<file path="config.mk">
export PLATFORM = sky130hd
export DESIGN_NAME = sva_result_collector
export DESIGN_NICKNAME = d
export VERILOG_FILES = /design/src/rtl/sva_result_collector.sv
export SDC_FILE = /design/constraint.sdc
export NUM_CORES = 1
export LEC_CHECK = 0
export BUFFER_PORTS_ARGS = -buffer_cell sky130_fd_sc_hd__buf_2
export CORE_MARGIN = 3
export CORE_UTILIZATION = 27
export CTS_BUF_LIST = sky130_fd_sc_hd__clkbuf_16
export DETAILED_ROUTE_END_ITERATION = 10
export HOLD_SLACK_MARGIN = 0.03
export PLACE_DENSITY_LB_ADDON = 0.1
export RECOVER_POWER = 50
export SYNTH_ARGS = -nofsm -noshare
export SYNTH_HDL_FRONTEND = slang
export SYNTH_SLANG_ARGS = --single-unit
</file>
<file path="constraint.sdc">
create_clock -name gclk -period 9.6 [get_ports gclk]
set_input_delay 0 -clock gclk [delete_from_list [all_inputs] [get_ports gclk]]
set_output_delay 0 -clock gclk [all_outputs]
set_load 0.02 [all_outputs]
</file>
<file path="src/rtl/sva_result_collector.sv">
// Collects SVA checker outcome pulses over a start/stop window and emits one
// verdict record per window through a valid/ready report port.
module sva_result_collector #(
  parameter int unsigned CNT_W    = 16,
  parameter int unsigned TS_W     = 32,
  parameter int unsigned MAX_FAIL = 1
) (
  input  logic             gclk,
  input  logic             grst,
  input  logic             start,
  input  logic             stop,
  input  logic             attempt_i,
  input  logic             succ_i,
  input  logic             lazy_i,
  input  logic             fail_i,
  output logic             busy,
  output logic             fail_sticky,
  output logic             rpt_valid,
  input  logic             rpt_ready,
  output logic [1:0]       rpt_verdict,
  output logic             rpt_incomplete,
  output logic [CNT_W-1:0] rpt_attempts,
  output logic [CNT_W-1:0] rpt_succ,
  output logic [CNT_W-1:0] rpt_lazy,
  output logic [CNT_W-1:0] rpt_fail,
  output logic [TS_W-1:0]  rpt_first_fail_ts
);

  typedef enum logic [1:0] {StIdle, StRun, StReport} state_e;

  localparam logic [CNT_W-1:0] CntMax  = '1;
  localparam logic [TS_W-1:0]  TsMax   = '1;
  localparam logic [CNT_W-1:0] MaxFail = CNT_W'(MAX_FAIL);

  localparam logic [1:0] VerdictPass = 2'b01;
  localparam logic [1:0] VerdictFail = 2'b10;
  localparam logic [1:0] VerdictVac  = 2'b11;

  state_e state_q, state_d;

  logic [CNT_W-1:0] att_q, att_d, succ_q, succ_d, lazy_q, lazy_d, fail_q, fail_d;
  logic [TS_W-1:0]  ts_q, ts_d, ff_q, ff_d;
  logic             sticky_q, sticky_d;
  logic             busy_q;

  logic             valid_q, valid_d;
  logic [1:0]       verdict_q, verdict_d;
  logic             inc_q, inc_d;
  logic [CNT_W-1:0] snap_att_q, snap_att_d, snap_succ_q, snap_succ_d;
  logic [CNT_W-1:0] snap_lazy_q, snap_lazy_d, snap_fail_q, snap_fail_d;
  logic [TS_W-1:0]  snap_ts_q, snap_ts_d;

  function automatic logic [CNT_W-1:0] sat_inc(input logic [CNT_W-1:0] v, input logic en);
    return (en && (v != CntMax)) ? v + CNT_W'(1) : v;
  endfunction

  // Tallies as they stand after this RUN cycle's events, so the stop cycle counts.
  logic [CNT_W-1:0] att_inc, succ_inc, lazy_inc, fail_inc;
  logic [TS_W-1:0]  ff_upd;
  logic [CNT_W+1:0] done_sum;
  logic             any_sat;
  logic             inc_calc;
  logic [1:0]       verdict_calc;

  assign att_inc  = sat_inc(att_q, attempt_i);
  assign succ_inc = sat_inc(succ_q, succ_i);
  assign lazy_inc = sat_inc(lazy_q, lazy_i);
  assign fail_inc = sat_inc(fail_q, fail_i);
  assign ff_upd   = (fail_i && !sticky_q) ? ts_q : ff_q;

  assign done_sum = {2'b00, succ_inc} + {2'b00, lazy_inc} + {2'b00, fail_inc};
  assign any_sat  = (att_inc == CntMax) || (succ_inc == CntMax) ||
                    (lazy_inc == CntMax) || (fail_inc == CntMax);
  // A saturated tally no longer tells us whether threads are still open.
  assign inc_calc = !any_sat && ({2'b00, att_inc} != done_sum);

  always_comb begin
    verdict_calc = VerdictVac;
    if (fail_inc >= MaxFail) begin
      verdict_calc = VerdictFail;
    end else if (succ_inc != '0) begin
      verdict_calc = VerdictPass;
    end
  end

  always_comb begin
    state_d     = state_q;
    att_d       = att_q;
    succ_d      = succ_q;
    lazy_d      = lazy_q;
    fail_d      = fail_q;
    ts_d        = ts_q;
    ff_d        = ff_q;
    sticky_d    = sticky_q;
    valid_d     = valid_q;
    verdict_d   = verdict_q;
    inc_d       = inc_q;
    snap_att_d  = snap_att_q;
    snap_succ_d = snap_succ_q;
    snap_lazy_d = snap_lazy_q;
    snap_fail_d = snap_fail_q;
    snap_ts_d   = snap_ts_q;

    unique case (state_q)
      StIdle: begin
        if (start) begin
          state_d  = StRun;
          att_d    = '0;
          succ_d   = '0;
          lazy_d   = '0;
          fail_d   = '0;
          ts_d     = '0;
          ff_d     = '1;
          sticky_d = 1'b0;
        end
      end
      StRun: begin
        att_d  = att_inc;
        succ_d = succ_inc;
        lazy_d = lazy_inc;
        fail_d = fail_inc;
        ts_d   = (ts_q == TsMax) ? ts_q : ts_q + TS_W'(1);
        ff_d   = ff_upd;
        if (fail_i) begin
          sticky_d = 1'b1;
        end
        if (stop) begin
          state_d     = StReport;
          valid_d     = 1'b1;
          verdict_d   = verdict_calc;
          inc_d       = inc_calc;
          snap_att_d  = att_inc;
          snap_succ_d = succ_inc;
          snap_lazy_d = lazy_inc;
          snap_fail_d = fail_inc;
          snap_ts_d   = ff_upd;
        end
      end
      StReport: begin
        if (rpt_ready) begin
          valid_d = 1'b0;
          state_d = StIdle;
        end
      end
      default: state_d = StIdle;
    endcase
  end

  always_ff @(posedge gclk or posedge grst) begin
    if (grst) begin
      state_q     <= StIdle;
      att_q       <= '0;
      succ_q      <= '0;
      lazy_q      <= '0;
      fail_q      <= '0;
      ts_q        <= '0;
      ff_q        <= '1;
      sticky_q    <= 1'b0;
      busy_q      <= 1'b0;
      valid_q     <= 1'b0;
      verdict_q   <= 2'b00;
      inc_q       <= 1'b0;
      snap_att_q  <= '0;
      snap_succ_q <= '0;
      snap_lazy_q <= '0;
      snap_fail_q <= '0;
      snap_ts_q   <= '1;
    end else begin
      state_q     <= state_d;
      att_q       <= att_d;
      succ_q      <= succ_d;
      lazy_q      <= lazy_d;
      fail_q      <= fail_d;
      ts_q        <= ts_d;
      ff_q        <= ff_d;
      sticky_q    <= sticky_d;
      busy_q      <= (state_d == StRun);
      valid_q     <= valid_d;
      verdict_q   <= verdict_d;
      inc_q       <= inc_d;
      snap_att_q  <= snap_att_d;
      snap_succ_q <= snap_succ_d;
      snap_lazy_q <= snap_lazy_d;
      snap_fail_q <= snap_fail_d;
      snap_ts_q   <= snap_ts_d;
    end
  end

  assign busy              = busy_q;
  assign fail_sticky       = sticky_q;
  assign rpt_valid         = valid_q;
  assign rpt_verdict       = verdict_q;
  assign rpt_incomplete    = inc_q;
  assign rpt_attempts      = snap_att_q;
  assign rpt_succ          = snap_succ_q;
  assign rpt_lazy          = snap_lazy_q;
  assign rpt_fail          = snap_fail_q;
  assign rpt_first_fail_ts = snap_ts_q;

endmodule
</file>
# [Word level (Yosys, flattened, before mapping)]
# Cells that the tools add are included.
[totals] ff_bits=232 input_bits=9 output_inout_bits=102
[op_classes] reduce_logical=20 mux=27 n_eq_ne=18 n_lt_le_gt_ge=1 add_sub_neg=7
[op_table] op="32-bit 2-to-1 mux" n=4
[op_table] op="16-bit case mux with 2 select lines" n=4
[op_table] op="32-bit case mux with 2 select lines" n=2
[op_table] op="16-bit 2-to-1 mux" n=5
[op_table] op="16-bit by 1-bit adder with 16-bit output (second input constant)" n=4
[op_table] op="16-bit == test (second input constant)" n=4
[op_table] op="16-bit != test (second input constant)" n=4
[op_table] op="32-bit by 1-bit adder with 32-bit output (second input constant)" n=1
[op_table] op="32-bit == test (second input constant)" n=1
[op_table] op="17-bit by 16-bit adder with 18-bit output" n=1
[op_table] op="16-bit by 18-bit != test with 1-bit output" n=1
[op_table] op="16-bit by 16-bit adder with 17-bit output" n=1
[op_table] op="16-bit by 1-bit >= comparator with 1-bit output (second input constant)" n=1
[op_table] op="16-bit nonzero test" n=1
[op_table] op="2-bit 2-to-1 mux" n=5
[op_table] op="2-bit != test (second input constant)" n=5
[op_table] op="3-bit AND reduction" n=3
[op_table] op="1-bit logical AND" n=6
[op_table] op="2-bit case mux with 3 select lines" n=1
[op_table] op="2-bit by 1-bit == test with 1-bit output (second input constant)" n=2
[op_table] op="1-bit 2-to-1 mux" n=4
[op_table] op="1-bit case mux with 2 select lines" n=2
[op_table] op="2-bit AND reduction" n=2
[op_table] op="2-bit nonzero test" n=2
[op_table] op="4 further kinds" n=7

# [Depth between registers and ports, before layout]
[logic_depth] depth_word=9 ltp_mapped=19 ltp_nobuf=18

# [Least setup slack after synthesis]
# Ideal clock, no wire load.
[synth_path] path_type="reg2reg" start="register succ_q[0]" end="register inc_q (netlist: rpt_incomplete)" n_path_buf=0 path_stages_with_launch=18 synth_period_minus_slack_ns=4.421 required_ns=9.469 setup_slack_ns=5.179 t_arrival_ns=4.290 path_cell_list="dfrtp_1 -> ha_1 -> nand4_1 -> or4_4 -> and3_1 -> xnor2_2 -> xor2_1 -> ha_1 -> o21bai_1 -> ha_1 -> nor2b_1 -> o31a_1 -> o41a_1 -> o2111ai_1 -> nand2_1 -> a2111o_1 -> a221oi_1 -> a21oi_1"
[synth_between] elab_chain_len=9 elab_cells_between_ends=13
[synth_rtl] element="start: declaration" line="41" source="logic [CNT_W-1:0] att_q, att_d, succ_q, succ_d, lazy_q, lazy_d, fail_q, fail_d;"
[synth_rtl] element="start signal: assignment" line="171" source="succ_q <= succ_d;"
[synth_rtl] element="parallel branches: the longest is 2 deep, another holds 16-bit by 1-bit adder with 16-bit output"
[synth_rtl] element="16-bit 2-to-1 mux *" line="54" source="return (en && (v != CntMax)) ? v + CNT_W'(1) : v;"
[synth_rtl] element="parallel branches: the longest is 5 deep, another holds 17-bit by 16-bit adder with 18-bit output"
[synth_rtl] element="1-bit logical AND *" line="75" source="assign inc_calc = !any_sat && ({2'b00, att_inc} != done_sum);"
[synth_rtl] element="end signal: assignment" line="180" source="inc_q <= inc_d;"
[synth_rtl] element="end: declaration" line="48" source="logic inc_q, inc_d;"
# Every way passes the cells marked *.
# A chain may end at the register's enable or synchronous reset.

==> results.sh <==
export IMPL_status="finished with violations"
export IMPL_violations="capacitance limit, slew limit"
export IMPL_yosysUniqueCellTypes=83
export IMPL_synth_edff_count=0
export IMPL_dr_pass1_iters=5
export IMPL_pwr_share_seq_pct=38.4
export IMPL_hold_viol=0
export IMPL_synth_top_flop_cell="dfrtp_1"
export IMPL_yosysTopAreaCell="dfrtp_1"
export IMPL_netlist_area_leader_share_pct=32.0
export IMPL_area_delta_synth_final_pct=15.1
export IMPL_maxCapViolCount=3
export IMPL_fin_worst_skew_ps=23.6
export IMPL_instances_no_fill=2127
export IMPL_grt_max_degree=107
export IMPL_cts_tree="built"
export IMPL_via_per_inst=5.09
export IMPL_period_minus_slack_ps=6020
export IMPL_ys_ff_latch=232
export IMPL_drtAntennaViolNets=0
export IMPL_clock_latency_ps=580
export IMPL_setup_worst_path_class="in -> async"
export IMPL_p_sw_share_pct=38.6
export IMPL_fin_nets=1539
export IMPL_numCtsBuffers=28
export IMPL_track_usage_pct=16.1
export IMPL_cts_sinks=232
export IMPL_min_path_type="in -> reg"
export IMPL_port_buffers=110
export IMPL_worst_slew_pin_slew_ps=4870
export IMPL_ys_warnings_count=0
export IMPL_num_antenna_cells=0
export IMPL_htreeDepth=1
export IMPL_die_h_um=227
export IMPL_drc=0
export IMPL_grt_overflow_total=0
export IMPL_arrival_ps=5930
export IMPL_power_density_nw_per_um2=240
export IMPL_grt_pass1_wl_um=64800
export IMPL_hold_buffers=8
export IMPL_fin_setup_tns_ps=0
export IMPL_internal_power_mw=2.22
export IMPL_drt_iter0_markers=760
export IMPL_start_kind="input pin"
export IMPL_cts_clk_slew_worst_paths_ps=50
export IMPL_path_max_fanout=106
export IMPL_syn_num_nets=1452
export IMPL_ctsRootBufferMaster="clkbuf_16"
export IMPL_cts_resized=0
export IMPL_dieArea_sq_um=51300
export IMPL_cp_end_kind="asynchronous set/reset pin"
export IMPL_syn_area_sq_um=13100
export IMPL_nFillCells=5054
export IMPL_synthTopCellsByCount="208 x nand2_1, 168 x dfrtp_1, 166 x o21ai_0"
export IMPL_p_leak_nw=6.27
export IMPL_synth_most_common_cell="nand2_1"
export IMPL_hpwl_um=29800
export IMPL_pin_count=111
export IMPL_holdWs_ps=259
export IMPL_peakVddDrop_mv=0.146
export IMPL_wl_per_cell_um=19.6
export IMPL_final_max_slew_viol_count=216
export IMPL_post_route_util_pct=31.6
export IMPL_comb_power_share_pct=32.7
export IMPL_placementRows=80
export IMPL_critPathRequiredTime_ps=9510
export IMPL_synth_area_top_cells="dfrtp_1 32%, dfstp_2 13%, o21ai_0 6.3%"
export IMPL_max_slew_margin_rel_pct=-226
export IMPL_dieWidth_um=227
export IMPL_core_area_sq_um=47800
export IMPL_grt_pass1_vias=10500
export IMPL_fin_crit_sh_pct=62.7
export IMPL_rsz0062_at_grt="no"
export IMPL_cts_buffer_depth=3
export IMPL_max_freq_mhz=166
export IMPL_syn_mean_instance_area_sq_um=9.34
export IMPL_antenna_found_initial=0
export IMPL_start_util_pct=27.4
export IMPL_via_count=10800
export IMPL_post_place_cells=2070
export IMPL_power_switching_mw=1.40
export IMPL_routed_wl_um=41600
export IMPL_setup_violations=0
export IMPL_clkPwrFrac_pct=28.8
export IMPL_routabilityCongestion=0.855
export IMPL_post_cts_buffers=0
export IMPL_syn_inst=1406
export IMPL_drive_above_1_share_pct=11.6
export IMPL_seq_area_frac_synth_pct=44.8
export IMPL_synth_async_reset_ratio_pct=100
-- registers in the layout (all words and copies together), names as in the netlist, 2 cells and up --
signal / flops
ff_q: 32
rpt_first_fail_ts: 32
ts_q: 32
att_q: 16
fail_q: 16
lazy_q: 16
rpt_attempts: 16
rpt_fail: 16
rpt_lazy: 16
rpt_succ: 16
succ_q: 16
rpt_verdict: 2
state_q: 2
-- layout make-up --
type / count / area, sq um / share of cell area [%]
clock buffer: 28 / 701 / 4.64
clock inverter: 21 / 195 / 1.29
inverter: 49 / 185 / 1.23
multi-input combinational: 1048 / 6760 / 44.7
sequential: 232 / 5890 / 38.9
tap: 615 / 769 / 5.09
timing repair buffer: 134 / 616 / 4.07
-- layer usage --
| layer | share of wire, % | up-vias | wire length (um) | track usage [%] |
|---|---|---|---|---|
| met5 | 0 | - | 0 | 0 |
| met4 | 1.6 | 0 | 662 | 3.48 |
| met3 | 4.0 | 43 | 1670 | 2.15 |
| met2 | 46 | 222 | 19300 | 25.9 |
| met1 | 48 | 5348 | 20000 | 23.1 |
| li1 | - | 5222 | - | - |
-- through the flow --
stage	worst slack (ps)	cell area [sq um]	power, mW
after floorplan	3340	13100	2.20
after global placement	4640	14300	2.64
after detailed placement	4600	14300	2.65
after CTS	4620	15300	3.73
after global routing	2040	15100	3.87
final	3580	15100	3.62
-- power groups by stage --
stage                     registers, mW  logic [mW]  clock network, mW
after floorplan                    1.48       0.725                  0
after global placement             1.40        1.24                  0
after detailed placement           1.41        1.24                  0
after CTS                          1.39        1.25               1.09
after global routing               1.42        1.32               1.13
final                              1.39        1.19               1.04
-- critical path, cell delays in order --
cell,delay [ps]
dlygate4sd3_1,530
buf_2,120
clkinvlp_2,2660
clkbuf_1,2510
-- cell families after synthesis --
family / count (synthesis) / synth area share, %
buffers and inverters: 126 / 3.88
xor gates and xnor gates: 85 / 6.26
muxes: 49 / 3.81
adders and majority gates: 37 / 4.10
AOI/OAI and AO/OA: 360 / 17.2
and+or+nand+nor: 517 / 19.9
DFF: 232 / 44.8
-- placed cells by master, fill, tap and decap left out, drive strengths merged, types with 8 or more instances in the layout --
| cell type | n |
|---|---|
| nand2 | 209 |
| o21ai | 171 |
| dfrtp | 168 |
| clkbuf | 132 |
| nor2 | 84 |
| dfstp | 64 |
| inv | 55 |
| a21oi | 50 |
| nand3 | 48 |
| xnor2 | 47 |
| mux2i | 41 |
| xor2 | 33 |
| o22a | 33 |
| nand4 | 32 |
| ha | 27 |
| nor3 | 25 |
| nor4 | 22 |
| buf | 22 |
| and3 | 19 |
| o31ai | 19 |
| or3 | 17 |
| and4 | 16 |
| and2 | 14 |
| fa | 10 |
| clkinv | 10 |
| o22ai | 9 |
| mux2 | 8 |
| a211oi | 8 |
| o21bai | 8 |
| dlygate4sd3 | 8 |
| nand2b | 8 |
-- final timing paths --
path,startpoint,end,slack (ps),cells past startpoint
min reg2reg,rpt_verdict[0],rpt_verdict[0],470,2
min,rpt_ready,state_q[1],260,3
max in group gclk,fail_q[3],rpt_incomplete,4540,17
min in group asynchronous,grst,rpt_fail[10],1460,3
max reg2reg,fail_q[3],rpt_incomplete,4540,17
max,grst,lazy_q[14],3580,4
Note: power is estimated with default switching activity, not from simulation.
